$ cat config.mk
export PLATFORM = sky130hd
export DESIGN_NAME = pcie_rx_mwr_sink_flat
export DESIGN_NICKNAME = d
export VERILOG_FILES = /design/src/rtl/tlp_pkg.sv /design/src/rtl/pcie_rx_mwr_sink_if.sv /design/src/rtl/wiggle_csr.sv /design/src/rtl/pcie_rx_mwr_sink.sv /design/src/flat_wrapper.sv
export SDC_FILE = /design/constraint.sdc
export NUM_CORES = 1
export LEC_CHECK = 0
export ABC_AREA = 1
export CORE_ASPECT_RATIO = 1.5
export CORE_UTILIZATION = 50
export CTS_CLUSTER_SIZE = 25
export DETAILED_ROUTE_END_ITERATION = 16
export GPL_TIMING_DRIVEN = 0
export PLACE_DENSITY = 0.87
export SYNTH_ARGS = -nofsm -noshare
export SYNTH_HDL_FRONTEND = slang
export SYNTH_SLANG_ARGS = --single-unit
$ cat constraint.sdc
create_clock -name clk -period 3.5 [get_ports clk]
set_input_delay 0.7 -clock clk [delete_from_list [all_inputs] [get_ports clk]]
set_output_delay 0.7 -clock clk [all_outputs]
set_load 0.02 [all_outputs]
$ cat src/rtl/tlp_pkg.sv
// tlp_pkg: shared definitions for the posted memory-write sink.
//   state_t    parser FSM states
//   FMT_MWR32  w0[15:8] fmt/type byte of a 3DW memory write
//   FMT_MWR64  w0[15:8] fmt/type byte of a 4DW memory write
//   REG_LED    DW offset of the LED register
//   REG_GPIO   DW offset of the GPIO register
//   pd_credits posted-data credit count for a TLP Length field
package tlp_pkg;

    typedef enum logic [2:0] {
        ST_IDLE,
        ST_HDR,
        ST_DATA,
        ST_DROP,
        ST_DONE
    } state_t;

    localparam logic [7:0] FMT_MWR32 = 8'h40;
    localparam logic [7:0] FMT_MWR64 = 8'h60;

    localparam logic [9:0] REG_LED  = 10'd0;
    localparam logic [9:0] REG_GPIO = 10'd1;

    // One data credit per 4 DW; Length 0 means 1024 DW, which wraps to 8'd0.
    function automatic logic [7:0] pd_credits(input logic [9:0] len);
        logic [10:0] dw;
        dw = (len == 10'd0) ? 11'd1024 : {1'b0, len};
        return 8'((dw + 11'd3) >> 2);
    endfunction

endpackage

$ cat src/rtl/pcie_rx_mwr_sink_if.sv
// pcie_rx_mwr_sink_if: 16-bit PCIe receive TLP stream.
//   rx_st        first word of a TLP
//   rx_end       last word of a TLP (may coincide with rx_st)
//   rx_data      16-bit TLP word, gap-free between rx_st and rx_end
//   rx_bar_hit   BAR match flags, valid with rx_st
//   rx_malf_tlp  malformed flag, valid with rx_end
// master drives the stream, slave consumes it.
interface pcie_rx_mwr_sink_if;

    logic        rx_st;
    logic        rx_end;
    logic [15:0] rx_data;
    logic [6:0]  rx_bar_hit;
    logic        rx_malf_tlp;

    modport master (
        output rx_st,
        output rx_end,
        output rx_data,
        output rx_bar_hit,
        output rx_malf_tlp
    );

    modport slave (
        input rx_st,
        input rx_end,
        input rx_data,
        input rx_bar_hit,
        input rx_malf_tlp
    );

endinterface

$ cat src/rtl/wiggle_csr.sv
// wiggle_csr: LED/GPIO register file written by single-DW memory writes.
//   clk, rst  clock and synchronous active-high reset
//   we        write strobe (one cycle)
//   off       DW offset of the write
//   be        byte enables, be[i] enables wdata byte i
//   wdata     write data DW
//   led       8-bit LED register (REG_LED, byte 0)
//   gpio      24-bit GPIO register (REG_GPIO, bytes 0-2)
module wiggle_csr
    import tlp_pkg::*;
#(
    parameter logic [7:0] LED_RST = 8'hFE
) (
    input  logic        clk,
    input  logic        rst,
    input  logic        we,
    input  logic [9:0]  off,
    input  logic [3:0]  be,
    input  logic [31:0] wdata,
    output logic [7:0]  led,
    output logic [23:0] gpio
);

    // Byte 3 has no backing register at either offset.
    logic unused_byte3;
    assign unused_byte3 = ^{be[3], wdata[31:24]};

    always_ff @(posedge clk) begin
        if (rst) begin
            led  <= LED_RST;
            gpio <= '0;
        end else if (we) begin
            if (off == REG_LED && be[0]) begin
                led <= wdata[7:0];
            end
            if (off == REG_GPIO) begin
                for (int unsigned i = 0; i < 3; i++) begin
                    if (be[i]) begin
                        gpio[i*8 +: 8] <= wdata[i*8 +: 8];
                    end
                end
            end
        end
    end

endmodule

$ cat src/rtl/pcie_rx_mwr_sink.sv
// pcie_rx_mwr_sink: parses 3DW posted memory writes from a 16-bit RX stream,
// commits single-DW writes to wiggle_csr and returns posted credits.
//   clk, rst      clock and synchronous active-high reset
//   rx            RX TLP stream (slave modport)
//   ph_processed  one-cycle pulse: one posted-header credit returned
//   pd_processed  one-cycle pulse: posted-data credits returned
//   pd_num        data credits returned, valid with pd_processed
//   unsupported   one-cycle pulse: received TLP was not a posted write
//   wr_valid      one-cycle pulse: a register write committed
//   led, gpio     register outputs from wiggle_csr
module pcie_rx_mwr_sink
    import tlp_pkg::*;
#(
    parameter int unsigned BAR_SEL = 0,
    parameter logic [7:0]  LED_RST = 8'hFE
) (
    input  logic                clk,
    input  logic                rst,
    pcie_rx_mwr_sink_if.slave   rx,
    output logic                ph_processed,
    output logic                pd_processed,
    output logic [7:0]          pd_num,
    output logic                unsupported,
    output logic                wr_valid,
    output logic [7:0]          led,
    output logic [23:0]         gpio
);

    state_t      state_q, state_d;
    logic [3:0]  wcnt_q, wcnt_d;
    logic [3:0]  idx;
    logic        posted_q, bar_q, ep_q, len_ok_q;
    logic [9:0]  len_q, off_q;
    logic [3:0]  be_q;
    logic [15:0] w6_q;

    logic        mid, act, end_cycle, cur_posted, cur_len_ok;
    logic [9:0]  cur_len;
    logic        abort, ends_posted, commit;
    logic        ph_d, pd_d, unsup_d, wr_d;
    logic [7:0]  pd_num_d;
    logic [31:0] wdata;

    // Only the selected BAR flag qualifies a write.
    logic unused_bar;
    assign unused_bar = ^rx.rx_bar_hit;

    always_comb begin
        state_d     = state_q;
        wcnt_d      = '0;
        mid         = (state_q == ST_HDR) || (state_q == ST_DATA) || (state_q == ST_DROP);
        act         = rx.rx_st || mid;
        idx         = rx.rx_st ? 4'd0 : wcnt_q;
        end_cycle   = act && rx.rx_end;
        cur_posted  = rx.rx_st ? (rx.rx_data[15:8] == FMT_MWR32 || rx.rx_data[15:8] == FMT_MWR64)
                               : posted_q;
        // Length counts as captured on the very word that carries it.
        cur_len_ok  = (idx == 4'd1) || (!rx.rx_st && len_ok_q);
        cur_len     = (idx == 4'd1) ? rx.rx_data[9:0] : len_q;
        abort       = rx.rx_st && mid && posted_q;
        ends_posted = end_cycle && cur_posted;
        commit      = end_cycle && !rx.rx_st && state_q == ST_DATA && wcnt_q == 4'd7
                      && bar_q && len_q == 10'd1 && !ep_q && !rx.rx_malf_tlp;
        wdata       = {rx.rx_data[7:0], rx.rx_data[15:8], w6_q[7:0], w6_q[15:8]};
        ph_d        = ends_posted || abort;
        pd_d        = ends_posted || abort;
        unsup_d     = end_cycle && !cur_posted;
        wr_d        = commit && (off_q == REG_LED || off_q == REG_GPIO);
        pd_num_d    = '0;

        // A TLP ending together with an abort wins the single credit slot.
        if (ends_posted) begin
            pd_num_d = cur_len_ok ? pd_credits(cur_len) : 8'd1;
        end else if (abort) begin
            pd_num_d = len_ok_q ? pd_credits(len_q) : 8'd1;
        end

        if (act) begin
            wcnt_d = (idx < 4'd8) ? idx + 4'd1 : 4'd8;
        end

        case (state_q)
            ST_HDR:  if (idx == 4'd5) state_d = ST_DATA;
            ST_DATA: if (wcnt_q == 4'd7) state_d = ST_DROP;
            ST_DONE: state_d = ST_IDLE;
            default: state_d = state_q;
        endcase

        if (rx.rx_st) begin
            state_d = (rx.rx_data[15:8] == FMT_MWR32) ? ST_HDR : ST_DROP;
        end
        if (end_cycle) begin
            state_d = ST_DONE;
        end
    end

    always_ff @(posedge clk) begin
        if (rst) begin
            state_q <= ST_IDLE;
            wcnt_q  <= '0;
        end else begin
            state_q <= state_d;
            wcnt_q  <= wcnt_d;
        end
    end

    always_ff @(posedge clk) begin
        if (rst) begin
            posted_q <= 1'b0;
            bar_q    <= 1'b0;
            ep_q     <= 1'b0;
            len_ok_q <= 1'b0;
            len_q    <= '0;
            off_q    <= '0;
            be_q     <= '0;
            w6_q     <= '0;
        end else if (act) begin
            case (idx)
                4'd0: begin
                    posted_q <= cur_posted;
                    bar_q    <= rx.rx_bar_hit[BAR_SEL];
                    ep_q     <= 1'b0;
                    len_ok_q <= 1'b0;
                end
                4'd1: begin
                    ep_q     <= rx.rx_data[14];
                    len_q    <= rx.rx_data[9:0];
                    len_ok_q <= 1'b1;
                end
                4'd3:    be_q  <= rx.rx_data[3:0];
                4'd5:    off_q <= rx.rx_data[11:2];
                4'd6:    w6_q  <= rx.rx_data;
                default: ;
            endcase
        end
    end

    always_ff @(posedge clk) begin
        if (rst) begin
            ph_processed <= 1'b0;
            pd_processed <= 1'b0;
            pd_num       <= '0;
            unsupported  <= 1'b0;
            wr_valid     <= 1'b0;
        end else begin
            ph_processed <= ph_d;
            pd_processed <= pd_d;
            pd_num       <= pd_num_d;
            unsupported  <= unsup_d;
            wr_valid     <= wr_d;
        end
    end

    wiggle_csr #(
        .LED_RST (LED_RST)
    ) u_csr (
        .clk   (clk),
        .rst   (rst),
        .we    (commit),
        .off   (off_q),
        .be    (be_q),
        .wdata (wdata),
        .led   (led),
        .gpio  (gpio)
    );

endmodule
$ cat src/flat_wrapper.sv
// flat-port wrapper written by rule: the top's interface ports become plain ports
module pcie_rx_mwr_sink_flat import tlp_pkg::*;
#(
    parameter int unsigned BAR_SEL = 0,
    parameter logic [7:0]  LED_RST = 8'hFE
)
  (clk, rst, ph_processed, pd_processed, pd_num, unsupported, wr_valid, led, gpio, rx_rx_st, rx_rx_end, rx_rx_data, rx_rx_bar_hit, rx_rx_malf_tlp);
  pcie_rx_mwr_sink_if rx_i ();
  input  logic clk;
  input  logic rst;
  output logic ph_processed;
  output logic pd_processed;
  output logic [7:0] pd_num;
  output logic unsupported;
  output logic wr_valid;
  output logic [7:0] led;
  output logic [23:0] gpio;
  input wire logic [$bits(rx_i.rx_st)-1:0] rx_rx_st;
  input wire logic [$bits(rx_i.rx_end)-1:0] rx_rx_end;
  input wire logic [$bits(rx_i.rx_data)-1:0] rx_rx_data;
  input wire logic [$bits(rx_i.rx_bar_hit)-1:0] rx_rx_bar_hit;
  input wire logic [$bits(rx_i.rx_malf_tlp)-1:0] rx_rx_malf_tlp;
  assign rx_i.rx_st = rx_rx_st;
  assign rx_i.rx_end = rx_rx_end;
  assign rx_i.rx_data = rx_rx_data;
  assign rx_i.rx_bar_hit = rx_rx_bar_hit;
  assign rx_i.rx_malf_tlp = rx_rx_malf_tlp;
  pcie_rx_mwr_sink #(.BAR_SEL(BAR_SEL), .LED_RST(LED_RST)) u_core (.clk(clk), .rst(rst), .rx(rx_i), .ph_processed(ph_processed), .pd_processed(pd_processed), .pd_num(pd_num), .unsupported(unsupported), .wr_valid(wr_valid), .led(led), .gpio(gpio));
endmodule
==> impl_metrics.json <==
{
  "synth_commonest_cells": "nor2_1, nand2_1, dfxtp_1",
  "clkLatencyLatePin_ns": 0.35,
  "synth.avg_cell_area_um2": 7.14,
  "yosysWarnings": 0,
  "nets": 710,
  "hp-class": "reg -> reg",
  "end_kind": "register",
  "fillCellCount": 705,
  "cts_htree_levels": 3,
  "ys_top_cells_by_area": "dfxtp_1, nor2_1, nand2_1",
  "max_stage_delay_ns": 0.73,
  "crit_chain": "clkdlybuf4s50_1, inv_4, nand2_1, inv_1, ha_1, buf_2, nand3_2, buf_6, nand2_1, nand2_2, nand2_1, nor2_1, nand2_1, nand2_1, nand3_1, a21oi_1",
  "tightest_slew_ns": 0.587,
  "clockPowerShare": 0.409,
  "worst_path_most_repeated_cell": "nand2_1",
  "first_global_vias": 4083,
  "antenna_found_initial": 0,
  "grt.total_usage": 0.259,
  "cts_setup_buffers": 0,
  "internal_power_mw": 1.66,
  "viasPerCell": 5.24,
  "setup_violations": 0,
  "clock_path_buffers": 2,
  "switchingPower_mw": 0.636,
  "antenna_left": 0,
  "die_x_um": 77.7,
  "hold_buffers": 0,
  "cts_tree": "built",
  "power_density_mw_per_mm2": 428,
  "dp.cells": 774,
  "critPathRequiredTime_ns": 3.78,
  "path_clk_slew_ns": 0.07,
  "synth_area_leader_cell": "dfxtp_1",
  "dr.pass1.iters": 5,
  "slew_violations": 0,
  "fmax_mhz": 328,
  "crit_buf_inv": 5,
  "rows": 41,
  "wl_um": 11100,
  "synth_edf_count": 0,
  "ys_seq_elements": 93,
  "finClkSkew_ns": 0.00603,
  "place_ws_ns": 0.165,
  "drtIter0Drc": 193,
  "yosys.area.top_type_share": 0.433,
  "syn_inst": 602,
  "crit_path_start_kind": "primary input",
  "area_growth_pct": 24.8,
  "path_delay_family": "buffers and inverters",
  "synth.most_common_cell": "nor2_1",
  "grt_overflow_total": 0,
  "num_vias": 4142,
  "synth_area_mm2": 0.00430,
  "initial_core_util": 0.514,
  "total_power_mw": 2.30,
  "postSynth.asyncResetShare": 0,
  "io_buffers": 65,
  "grt_max_degree": 18,
  "layout.cells.non_filler": 790,
  "avgRoutedWirePerCell_um": 14.1,
  "power_frac_seq": 0.478,
  "status": "complete, no violations",
  "cp_max_fo": 10,
  "clkSinkCount": 93,
  "crit_type": "in -> reg",
  "die_h_um": 116,
  "pwr-share-comb": 0.113,
  "p_leak_nw": 2.23,
  "hold_slack_ns": 0.456,
  "hold_viol_final": 0,
  "io_pins": 72,
  "hpwl_um": 8310,
  "ys.flop_type": "dfxtp_1",
  "synth_fp_nets": 634,
  "tns_ns": 0,
  "crit_slowest_cell": "clkdlybuf4s50_1",
  "post_route_cells_drive_above_1_share": 0.0922,
  "finalWeightedCongestion": 0.941,
  "cts.repair.resized": 0,
  "ir_drop_mv": 0.269,
  "insertedDiodeCount": 0,
  "drv_cap": 0,
  "drcViolationCount": 0,
  "synth_cell_types": 36,
  "rsz0062_at_grt": "no",
  "clk_root_buffer_cell": "clkbuf_16",
  "crit_arrival_ns": 3.34,
  "period_minus_slack_ns": 3.05,
  "slew_headroom": 0.609,
  "die-area_mm2": 0.00898,
  "finalWorstSetupSlack_ns": 0.448,
  "p_sw_frac": 0.277,
  "synth_seq_area_share": 0.433,
  "coreArea_mm2": 0.00836,
  "period_share": 0.872,
  "grt_pass1_wl_um": 17900,
  "numCtsBuffers": 9
}
-- stage by stage --
step | instance area [µm²] | utilization
2_1_floorplan | 4300 | -
3_3_place_gp | 5080 | 0.608
3_5_place_dp | 5080 | 0.608
4_1_cts | 5370 | 0.642
5_1_grt | 5370 | 0.642
6_report | 5370 | 0.642
-- layout by cell type, fill, tap and decap left out, types with 8 or more instances in the layout --
| cell | instances |
|---|---|
| nor2_1 | 108 |
| nand2_1 | 97 |
| dfxtp_1 | 93 |
| inv_1 | 85 |
| clkdlybuf4s50_1 | 65 |
| nand3_1 | 39 |
| o21ai_0 | 35 |
| o21ai_1 | 31 |
| a21oi_1 | 27 |
| clkbuf_1 | 12 |
| clkbuf_16 | 9 |
| nor3_1 | 8 |
-- final cells by class --
class	count	area, µm²	share of cell area
clock inverters	7	57.6	0.0107
plain buffers	20	119	0.0221
clock buffers	9	225	0.0420
multi-input cells	395	1960	0.366
repair buffers	65	651	0.121
well taps	107	134	0.0249
flip-flops and latches	93	1860	0.347
inverters	94	355	0.0662
-- routing by layer --
metal	GRT usage	wire length, µm
met1	0.254	4210
met3	0.0417	504
met4	0.196	629
met5	0	0
met2	0.487	5810
-- state kept, by name, summed over array words and instances (netlist names), 3 cells and up --
name / count
u_core.pd_num: 8
u_core.wcnt_q: 4
u_core.be_q: 3
u_core.u_csr.led: 8
u_core.len_q: 10
u_core.state_q: 3
u_core.w6_q: 16
u_core.off_q: 10
u_core.u_csr.gpio: 24
-- cell families after synthesis --
family	after synthesis	synth area share
AOI/OAI and AO/OA	105	0.131
adders and majority gates	4	0.0116
and+or+nand+nor	286	0.314
DFF	93	0.433
buffers and inverters	114	0.110
-- worst min-delay path: stages (launching register included) --
cell,delay (ns)
dfxtp_1,0.30
inv_1,0.05
a21oi_1,0.05
-- final timing paths --
kind,cells past startpoint,startpoint,slack (ns),end
max,16,rx_rx_st,0.45,u_core.pd_num[6]$_SDFF_PP0_
min reg2reg,2,u_core.bar_q$_SDFFE_PP0P_,0.46,u_core.bar_q$_SDFFE_PP0P_
min,2,u_core.bar_q$_SDFFE_PP0P_,0.46,u_core.bar_q$_SDFFE_PP0P_
max reg2reg,14,u_core.wcnt_q[0]$_SDFF_PP0_,1.37,u_core.pd_num[6]$_SDFF_PP0_
-- power groups by stage --
stage	registers (mW)	clock network, mW	logic, mW
2_1_floorplan	1.12	0	0.162
3_3_place_gp	1.12	0	0.244
3_5_place_dp	1.12	0	0.252
4_1_cts	1.10	0.941	0.254
5_1_grt	1.10	0.984	0.282
6_report	1.10	0.941	0.260
(Power assumes the default switching activity.)
